**config.mk**
```make
export PLATFORM = sky130hd
export DESIGN_NAME = trigger_links_ctrl
export DESIGN_NICKNAME = d
export VERILOG_FILES = /design/src/rtl/trigger_pkg.sv /design/src/rtl/sync2.sv /design/src/rtl/trigger_links_ctrl.sv
export SDC_FILE = /design/constraint.sdc
export NUM_CORES = 1
export LEC_CHECK = 0
export ABC_AREA = 1
export CELL_PAD_IN_SITES_DETAIL_PLACEMENT = 0
export CELL_PAD_IN_SITES_GLOBAL_PLACEMENT = 1
export CORE_MARGIN = 4
export CORE_UTILIZATION = 29
export DETAILED_ROUTE_END_ITERATION = 16
export PLACE_DENSITY_LB_ADDON = 0.1
export SLEW_MARGIN = 20
export SYNTH_ARGS = -nofsm -noshare
export SYNTH_HDL_FRONTEND = slang
export SYNTH_SLANG_ARGS = --single-unit
```
**constraint.sdc**
```tcl
create_clock -name clk_40 -period 3.5 [get_ports clk_40]
set_input_delay 0.7 -clock clk_40 [delete_from_list [all_inputs] [get_ports clk_40]]
set_output_delay 0.7 -clock clk_40 [all_outputs]
set_load 0.02 [all_outputs]
```
**src/rtl/trigger_pkg.sv**
```systemverilog
// Shared definitions for the trigger TX link controller: FSM state codes and the
// cluster-word field that marks an invalid (empty) cluster.
package trigger_pkg;

   localparam logic [2:0] StPwrdn    = 3'd0;
   localparam logic [2:0] StPllRst   = 3'd1;
   localparam logic [2:0] StWaitLock = 3'd2;
   localparam logic [2:0] StTxRst    = 3'd3;
   localparam logic [2:0] StWaitDone = 3'd4;
   localparam logic [2:0] StReady    = 3'd5;
   localparam logic [2:0] StFail     = 3'd6;

   // Address field value the packer uses for "no cluster in this slot".
   localparam logic [1:0]  CLUSTER_INVALID_ADDR = 2'b11;
   localparam int unsigned CLUSTER_ADDR_LSB     = 9;
   localparam int unsigned CLUSTER_ADDR_MSB     = 10;

   function automatic logic cluster_valid(input logic [1:0] addr);
      return addr != CLUSTER_INVALID_ADDR;
   endfunction

endpackage

```
**src/rtl/sync2.sv**
```systemverilog
// Two-flop synchroniser for asynchronous level inputs into the clk_40 domain.
module sync2 #(
   parameter int unsigned Width = 1
) (
   input  logic             clk_40,
   input  logic             reset,
   input  logic [Width-1:0] d_i,
   output logic [Width-1:0] q_o
);

   logic [Width-1:0] meta_q;
   logic [Width-1:0] sync_q;

   // Metastability stage followed by the stable output stage.
   always_ff @(posedge clk_40) begin
      if (reset) begin
         meta_q <= '0;
         sync_q <= '0;
      end else begin
         meta_q <= d_i;
         sync_q <= meta_q;
      end
   end

   assign q_o = sync_q;

endmodule

```
**src/rtl/trigger_links_ctrl.sv**
```systemverilog
// Bring-up sequencer for the trigger TX links (PLL power-down/reset, lock wait, TX reset,
// reset-done wait, bounded retries, lock-loss recovery) plus a per-BX cluster monitor.
module trigger_links_ctrl
   import trigger_pkg::*;
#(
   parameter int unsigned NLINKS    = 4,
   parameter int unsigned NCLUSTERS = 8,
   parameter int unsigned CLUSTER_W = 14,
   parameter int unsigned PDCNT     = 96,
   parameter int unsigned RSTCNT    = 128,
   parameter int unsigned TXRSTCNT  = 16,
   parameter int unsigned TIMEOUT   = 4095,
   parameter int unsigned MAX_RETRY = 3
) (
   input  logic                               clk_40,
   input  logic                               reset,
   input  logic                               restart_i,
   input  logic                               pll_lock_i,
   input  logic [NLINKS-1:0]                  tx_resetdone_i,
   input  logic [NLINKS-1:0]                  link_en_i,
   input  logic [NCLUSTERS*CLUSTER_W-1:0]     clusters_i,
   output logic                               pll_pd_o,
   output logic                               pll_rst_o,
   output logic                               tx_rst_o,
   output logic                               ready_o,
   output logic                               fail_o,
   output logic [2:0]                         state_o,
   output logic [1:0]                         retry_cnt_o,
   output logic [7:0]                         lock_lost_cnt_o,
   output logic [NCLUSTERS-1:0]               valid_clusters_o,
   output logic                               valid_or_o,
   output logic [$clog2(NCLUSTERS+1)-1:0]     valid_count_o,
   output logic [31:0]                        cluster_cnt_o
);

   localparam int unsigned CW         = $clog2(NCLUSTERS+1);
   localparam logic [11:0] PdLast     = 12'(PDCNT - 1);
   localparam logic [11:0] RstLast    = 12'(RSTCNT - 1);
   localparam logic [11:0] TxRstLast  = 12'(TXRSTCNT - 1);
   localparam logic [11:0] TimeoutVal = 12'(TIMEOUT);
   localparam logic [1:0]  RetryLast  = 2'(MAX_RETRY - 1);

   logic              lock_s;
   logic [NLINKS-1:0] done_s;
   logic [2:0]        state_q, state_d;
   logic [11:0]       timer_q, timer_d;
   logic [1:0]        retry_q, retry_d;
   logic [7:0]        lost_q, lost_d;
   logic              pd_q, rst_q, txrst_q, ready_q, fail_q;
   logic              fail_attempt;
   logic [NCLUSTERS-1:0] vflags_d, vflags_q;
   logic              vor_q;
   logic [CW-1:0]     vcount_q;
   logic [31:0]       cluster_cnt_q, cluster_cnt_d;
   logic [32:0]       cnt_sum;
   logic              unused_cluster_bits;

   sync2 #(.Width(1)) u_sync_lock (
      .clk_40 (clk_40),
      .reset  (reset),
      .d_i    (pll_lock_i),
      .q_o    (lock_s)
   );

   sync2 #(.Width(NLINKS)) u_sync_done (
      .clk_40 (clk_40),
      .reset  (reset),
      .d_i    (tx_resetdone_i),
      .q_o    (done_s)
   );

   // Next-state, dwell/timeout timer, retry and lock-loss bookkeeping.
   always_comb begin
      state_d      = state_q;
      timer_d      = timer_q + 12'd1;
      retry_d      = retry_q;
      lost_d       = lost_q;
      fail_attempt = 1'b0;
      case (state_q)
         StPwrdn:    if (timer_q == PdLast) state_d = StPllRst;
         StPllRst:   if (timer_q == RstLast) state_d = StWaitLock;
         StWaitLock: begin
            if (lock_s) state_d = StTxRst;
            else if (timer_q == TimeoutVal) fail_attempt = 1'b1;
         end
         StTxRst:    if (timer_q == TxRstLast) state_d = StWaitDone;
         StWaitDone: begin
            // Lock loss wins over reset-done: a link that came up on a dying PLL is useless.
            if (!lock_s) fail_attempt = 1'b1;
            else if (&(done_s | ~link_en_i)) begin
               state_d = StReady;
               retry_d = '0;
            end else if (timer_q == TimeoutVal) fail_attempt = 1'b1;
         end
         StReady: begin
            if (!lock_s) begin
               state_d = StPwrdn;
               if (lost_q != 8'hFF) lost_d = lost_q + 8'd1;
            end
         end
         StFail:  state_d = StFail;
         default: state_d = StPwrdn;
      endcase
      if (fail_attempt) begin
         if (retry_q == RetryLast) begin
            state_d = StFail;
         end else begin
            retry_d = retry_q + 2'd1;
            state_d = StPwrdn;
         end
      end
      if (state_d != state_q) timer_d = '0;
      if (restart_i) begin
         state_d = StPwrdn;
         retry_d = '0;
         timer_d = '0;
      end
   end

   // FSM state and glitch-free registered control outputs decoded from the next state.
   always_ff @(posedge clk_40) begin
      if (reset) begin
         state_q <= StPwrdn;
         timer_q <= '0;
         retry_q <= '0;
         lost_q  <= '0;
         pd_q    <= 1'b1;
         rst_q   <= 1'b1;
         txrst_q <= 1'b1;
         ready_q <= 1'b0;
         fail_q  <= 1'b0;
      end else begin
         state_q <= state_d;
         timer_q <= timer_d;
         retry_q <= retry_d;
         lost_q  <= lost_d;
         pd_q    <= (state_d == StPwrdn) || (state_d == StFail);
         rst_q   <= (state_d == StPwrdn) || (state_d == StPllRst) || (state_d == StFail);
         txrst_q <= (state_d != StWaitDone) && (state_d != StReady);
         ready_q <= (state_d == StReady);
         fail_q  <= (state_d == StFail);
      end
   end

   for (genvar k = 0; k < NCLUSTERS; k++) begin : g_valid
      assign vflags_d[k] = cluster_valid(
         clusters_i[k*CLUSTER_W+CLUSTER_ADDR_MSB : k*CLUSTER_W+CLUSTER_ADDR_LSB]);
   end

   // Only the address field matters here; the rest of each word passes to the links untouched.
   assign unused_cluster_bits = ^clusters_i;

   // Saturating accumulation of valid clusters while the links are up.
   always_comb begin
      cnt_sum       = {1'b0, cluster_cnt_q} + 33'(vcount_q);
      cluster_cnt_d = cluster_cnt_q;
      if (ready_q) cluster_cnt_d = cnt_sum[32] ? 32'hFFFF_FFFF : cnt_sum[31:0];
   end

   // Cluster monitor registers: flags, OR and popcount all share one cycle of latency.
   always_ff @(posedge clk_40) begin
      if (reset) begin
         vflags_q      <= '0;
         vor_q         <= 1'b0;
         vcount_q      <= '0;
         cluster_cnt_q <= '0;
      end else begin
         vflags_q      <= vflags_d;
         vor_q         <= |vflags_d;
         vcount_q      <= CW'($countones(vflags_d));
         cluster_cnt_q <= cluster_cnt_d;
      end
   end

   assign pll_pd_o         = pd_q;
   assign pll_rst_o        = rst_q;
   assign tx_rst_o         = txrst_q;
   assign ready_o          = ready_q;
   assign fail_o           = fail_q;
   assign state_o          = state_q;
   assign retry_cnt_o      = retry_q;
   assign lock_lost_cnt_o  = lost_q;
   assign valid_clusters_o = vflags_q;
   assign valid_or_o       = vor_q;
   assign valid_count_o    = vcount_q;
   assign cluster_cnt_o    = cluster_cnt_q;

endmodule
```
After elaboration in Yosys (flattened, before gate mapping)
Index checks and enable logic that the tools add are counted.
- eq/ne operators: 26
- muxes and demuxes: 22
- reduce and logical (&&, ||, !) cells: 11
- add/sub/neg operators: 11
- bitwise gates (word level): 3
- operator list (cell ; number):
    adder 32 x 4 -> 33 bit ; 1
    2-to-1 mux 32 bit ; 1
    2-to-1 mux 3 bit ; 10
    equality test 12 x 7 -> 1 bit (second input constant) ; 2
    case mux 3 bit (7 select lines) ; 1
    != test 2 bit (second input constant) ; 8
    equality test 3 bit (second input constant) ; 5
    adder 12 x 1 -> 12 bit (second input constant) ; 1
    equality test 12 bit (second input constant) ; 1
    equality test 12 x 4 -> 1 bit (second input constant) ; 1
    2-to-1 mux 2 bit ; 5
    adder 1 x 1 -> 2 bit ; 4
    adder 8 x 1 -> 8 bit (second input constant) ; 1
    != test 8 bit (second input constant) ; 1
    OR reduction 8 bit ; 1
    adder 2 x 2 -> 3 bit ; 2
    equality test 3 x 1 -> 1 bit (second input constant) ; 2
    equality test 3 x 2 -> 1 bit (second input constant) ; 2
    zero test 3 bit ; 2
    != test 3 bit (second input constant) ; 2
    adder 3 x 3 -> 4 bit ; 1
    2-to-1 mux 1 bit ; 4
    inverter 4 bit ; 1
    OR 4 bit ; 1
    other kinds (11) ; 13
- input bits: 124
- output and inout port bits: 63
- flip-flop bits (word level): 85
- word-level logic and storage cells: 90

Logic depth before layout (Yosys ltp)
- depth in word-level cells: 11
- mapped depth: 16
- depth with buffers taken out: 15

Cells and area by module
Synthesis repeated with hierarchy kept, for this count alone.
- cells, all modules: 619
- area total of the unflattened synthesis: 4535.6 um^2
- modules (own cells, without submodules) (module ; instances ; area an instance (um^2) ; sequential area each (um^2) ; cells an instance):
    trigger_links_ctrl ; 1 ; 4249.1 ; 1501.4 ; 588
    sync2 (u_sync_done) ; 1 ; 231.5 ; 160.2 ; 25
    sync2 (u_sync_lock) ; 1 ; 55.1 ; 40.0 ; 6

Worst setup path after synthesis
No wires, ideal clock.
- path kind: input port to flip-flop
- start point: input clusters_i[9]
- end point: register vcount_q[2] (netlist: valid_count_o[2])
- stages on the path: 11
- arrival: 3.040 ns
- library setup time: 0.128 ns
- setup slack: 0.333 ns
- cells stage by stage: nand2_1 -> inv_1 -> fa_1 -> inv_1 -> fa_1 -> fa_1 -> ha_1 -> inv_1 -> fa_1 -> xor2_1 -> nor2_1
- cells in the longest elaborated chain, start to end: 4
- RTL lines (what ; line ; RTL):
    start, declared ; trigger_links_ctrl.sv:21 ; input logic [NCLUSTERS*CLUSTER_W-1:0] clusters_i,
    != test 2 bit ; trigger_pkg.sv:19 ; return addr != CLUSTER_INVALID_ADDR;
    adder 1 x 1 -> 2 bit (implied by the code) ; trigger_links_ctrl.sv:170 ; vcount_q <= CW'($countones(vflags_d));
    adder 2 x 2 -> 3 bit (implied by the code) ; trigger_links_ctrl.sv:170 ;
    adder 3 x 3 -> 4 bit (implied by the code) ; trigger_links_ctrl.sv:170 ;
    end signal, assigned ; trigger_links_ctrl.sv:170 ;
    end, declared ; trigger_links_ctrl.sv:53 ; logic [CW-1:0] vcount_q;
No other way between the ends.
A chain may end at the register's enable or synchronous reset.

Final worst setup path
Ends and elaborated chain as after synthesis.

==> results.md <==
- Xor and xnor area share after synthesis: 5.213%
- Period Utilization, post-route: 94.82%
- Top-count cell post-synth: nand2_1
- Clk slew on worst S/H paths: 70 ps
- VDD IR max: 0.2139 mV
- Post-CTS Hold Buffers: 0
- Met1 WL: 5.609 mm
- Ys flop type: dfxtp_1
- F_max: 301.3 MHz
- Clock tree buffer depth: 2
- CP max FO: 2
- Period minus WS final: 3319 ps
- Antenna cells: 0
- Vias in the first global route: 3,964
- Post-synth EDFFs: 0
- Yosys cell types: 39
- Port bufs: 90
- CTS tree: built
- GPL Wtd Cong: 0.8126
- Register area share after synthesis: between 30% and 40%
- Power Density: 376.4 nW/µm²
- Post_cts resized: 0
- Layout cells sized above 1: 9.091%
- Die area: 17,090 µm²
- Top cells by area, synth: dfxtp_1 (39%), nand2_1 (11%), inv_1 (6.4%)
- Synth Instances: 596
- Worst min path class: flop to flop
- Clock Latency Late Sink: 350 ps
- Grt total ovfl: 0
- Wire length on met2: 4.837 mm
- Max-slew headroom: 63.18%
- Largest net degree at the start of global routing: 50
- H-tree depth: 3
- Clock skew: 11.56 ps
- Syn nets: 735
- Mux cell area share after synthesis: 0%
- Final ANT Viol Nets: 0
- Mean Syn Cell Area: 7.329 µm²
- Clock buffer count from CTS: 9
- CP endpoint kind: flop
- Final setup viols: 0
- DR top layer: met4
- Root Buffer: clkbuf_16
- Drc violations: 0
- Area leader, netlist: dfxtp_1
- Post-synthesis compound-gate area fraction: 8.364%
- Site Rows: 44
- Post-synth top area share: 38.96%
- Yosys reg bits: 85
- Synth async-reset ratio: 0%
- Routed wl met3: 800 µm
- Critical Path AT: approximately 3500 ps
- Ports: 187
- Core area: around 15,000 µm²
- Pins Over Slew Limit: 0
- Largest family of logic cells by synthesized area: simple AND/OR/NAND/NOR gates
- Worst Path Required: 3720 ps
- Status: finished, final reports clean
- Post-CTS Setup Bufs: 0
- Max-cap viol count: 0
- DP HPWL: roughly 8.6 mm
- Die Height: 130.7 µm
- Synth warn: 0
- Worst-Margin Slew: between 500 and 600 ps
- Vias per cell: 4.548
- Wire per inst: 12.99 µm
- Global-route wire length before repair: about 19 mm
- Fin. Hold Viols: 0
- Die width: 130.7 µm
- DR pass1 iterations: 7
- Initial Utilization: 29.83%
- Final wirelength: around 11 mm
- Setup ws final: 181.4 ps
- Adder-cell share of the synthesized area: 5.156%
- Syn Std Cell Area: around 4400 µm²
- Crit path kind: input pin to flop
- Vias: 3,989
- Area Growth Syn to Fin: 31.31%
- Post-Place Worst Slack: -210.7 ps
- Drt initial violations: 153
- Number of nets in the layout: ~830
- Antenna violations before repair: 0
- All-layer global routing usage: around 14%
- Post-synthesis simple-gate area fraction: between 30% and 40%
- Fin util: 39.17%
- LEAKAGE: ~2.2 nW
- RSZ-0062 raised after global routing: no
- Post-synth top cells: nand2_1 (124), dfxtp_1 (85), inv_1 (75)
- CP startpoint kind: input pin
- Num Clock Sinks: 85
## metrics by stage
stage | setup TNS (ps) | cells | hold slack, ps | total power [W] | instance area (µm²)
after floorplan | 0 | 596 | 388.3 | 0.001143 | 4368
after global placement | -292.0 | 861 | 392.2 | 0.001241 | 5449
after detailed placement | -365.5 | 861 | 397.3 | 0.001243 | 5449
after CTS | 0 | 877 | 408.1 | 0.002207 | 5736
after global routing | 0 | 877 | 426.5 | 0.002260 | 5736
final | 0 | 877 | 404.6 | 0.002159 | 5736
## path summary, 6_finish.rpt
check	slack (ps)	cells past startpoint	endpoint	startpoint
worst max-delay path	180	12	valid_count_o[2]	clusters_i[9]
worst min-delay path	400	2	u_sync_done.q_o[1]	u_sync_done.meta_q[1]
worst max register to register	820	13	cluster_cnt_o[23]	cluster_cnt_o[0]
worst min register to register	400	2	u_sync_done.q_o[1]	u_sync_done.meta_q[1]
## kinds of logic after synthesis
group,Yosys count
buf+inv,93
xor+xnor,26
fa+ha+maj,15
flops,85
simple gates,308
compound gates,69
## registers in the layout (all words and copies together), names as in the netlist, 2 cells and up
signal,flops
u_sync_done.meta_q,4
state_o,3
valid_count_o,4
lock_lost_cnt_o,8
valid_clusters_o,8
retry_cnt_o,2
timer_q,12
cluster_cnt_o,32
u_sync_done.q_o,4
## cell usage in the layout (no fill, tap or decap), drive strengths merged, types with 10 or more instances in the layout
cell           Yosys  layout
a21oi             47      47
clkdlybuf4s50      0      89
dfxtp             85      85
ha                10      10
inv               79      84
nand2            137     137
nand3             35      35
nand4             13      13
nor2              80      80
nor3              26      26
o21ai             16      16
xor2              18      18
## worst max-delay path: stages
cell,delay (ps)
clkdlybuf4s50_1,390
nand2_1,60
inv_1,60
fa_1,530
inv_1,50
fa_1,440
fa_1,500
ha_1,170
inv_1,60
fa_1,370
xor2_1,150
nor2_1,50
## final cells by class
type,instances,area (µm²)
multi-input combinational,418,2291
clock buffer,9,225.2
sequential,85,1702
timing repair buffer,94,925.9
inverter,80,300.3
fill,1560,8909
tap,184,230.2
clock inverter,7,61.31
## per-layer routing
layer | GRT usage, % | up-vias
met4 | 4.356 | 0
li1 | - | 2088
met5 | 0 | -
met1 | 18.85 | 1801
met2 | 21.77 | 91
met3 | 5.285 | 9
## report_power, final
group | internal, W | switching (W)
Combinational | 0.000100 | 0.000112
Clock | 0.000498 | 0.000443
Sequential | 0.000992 | 0.0000146
(Power assumes the default switching activity.)
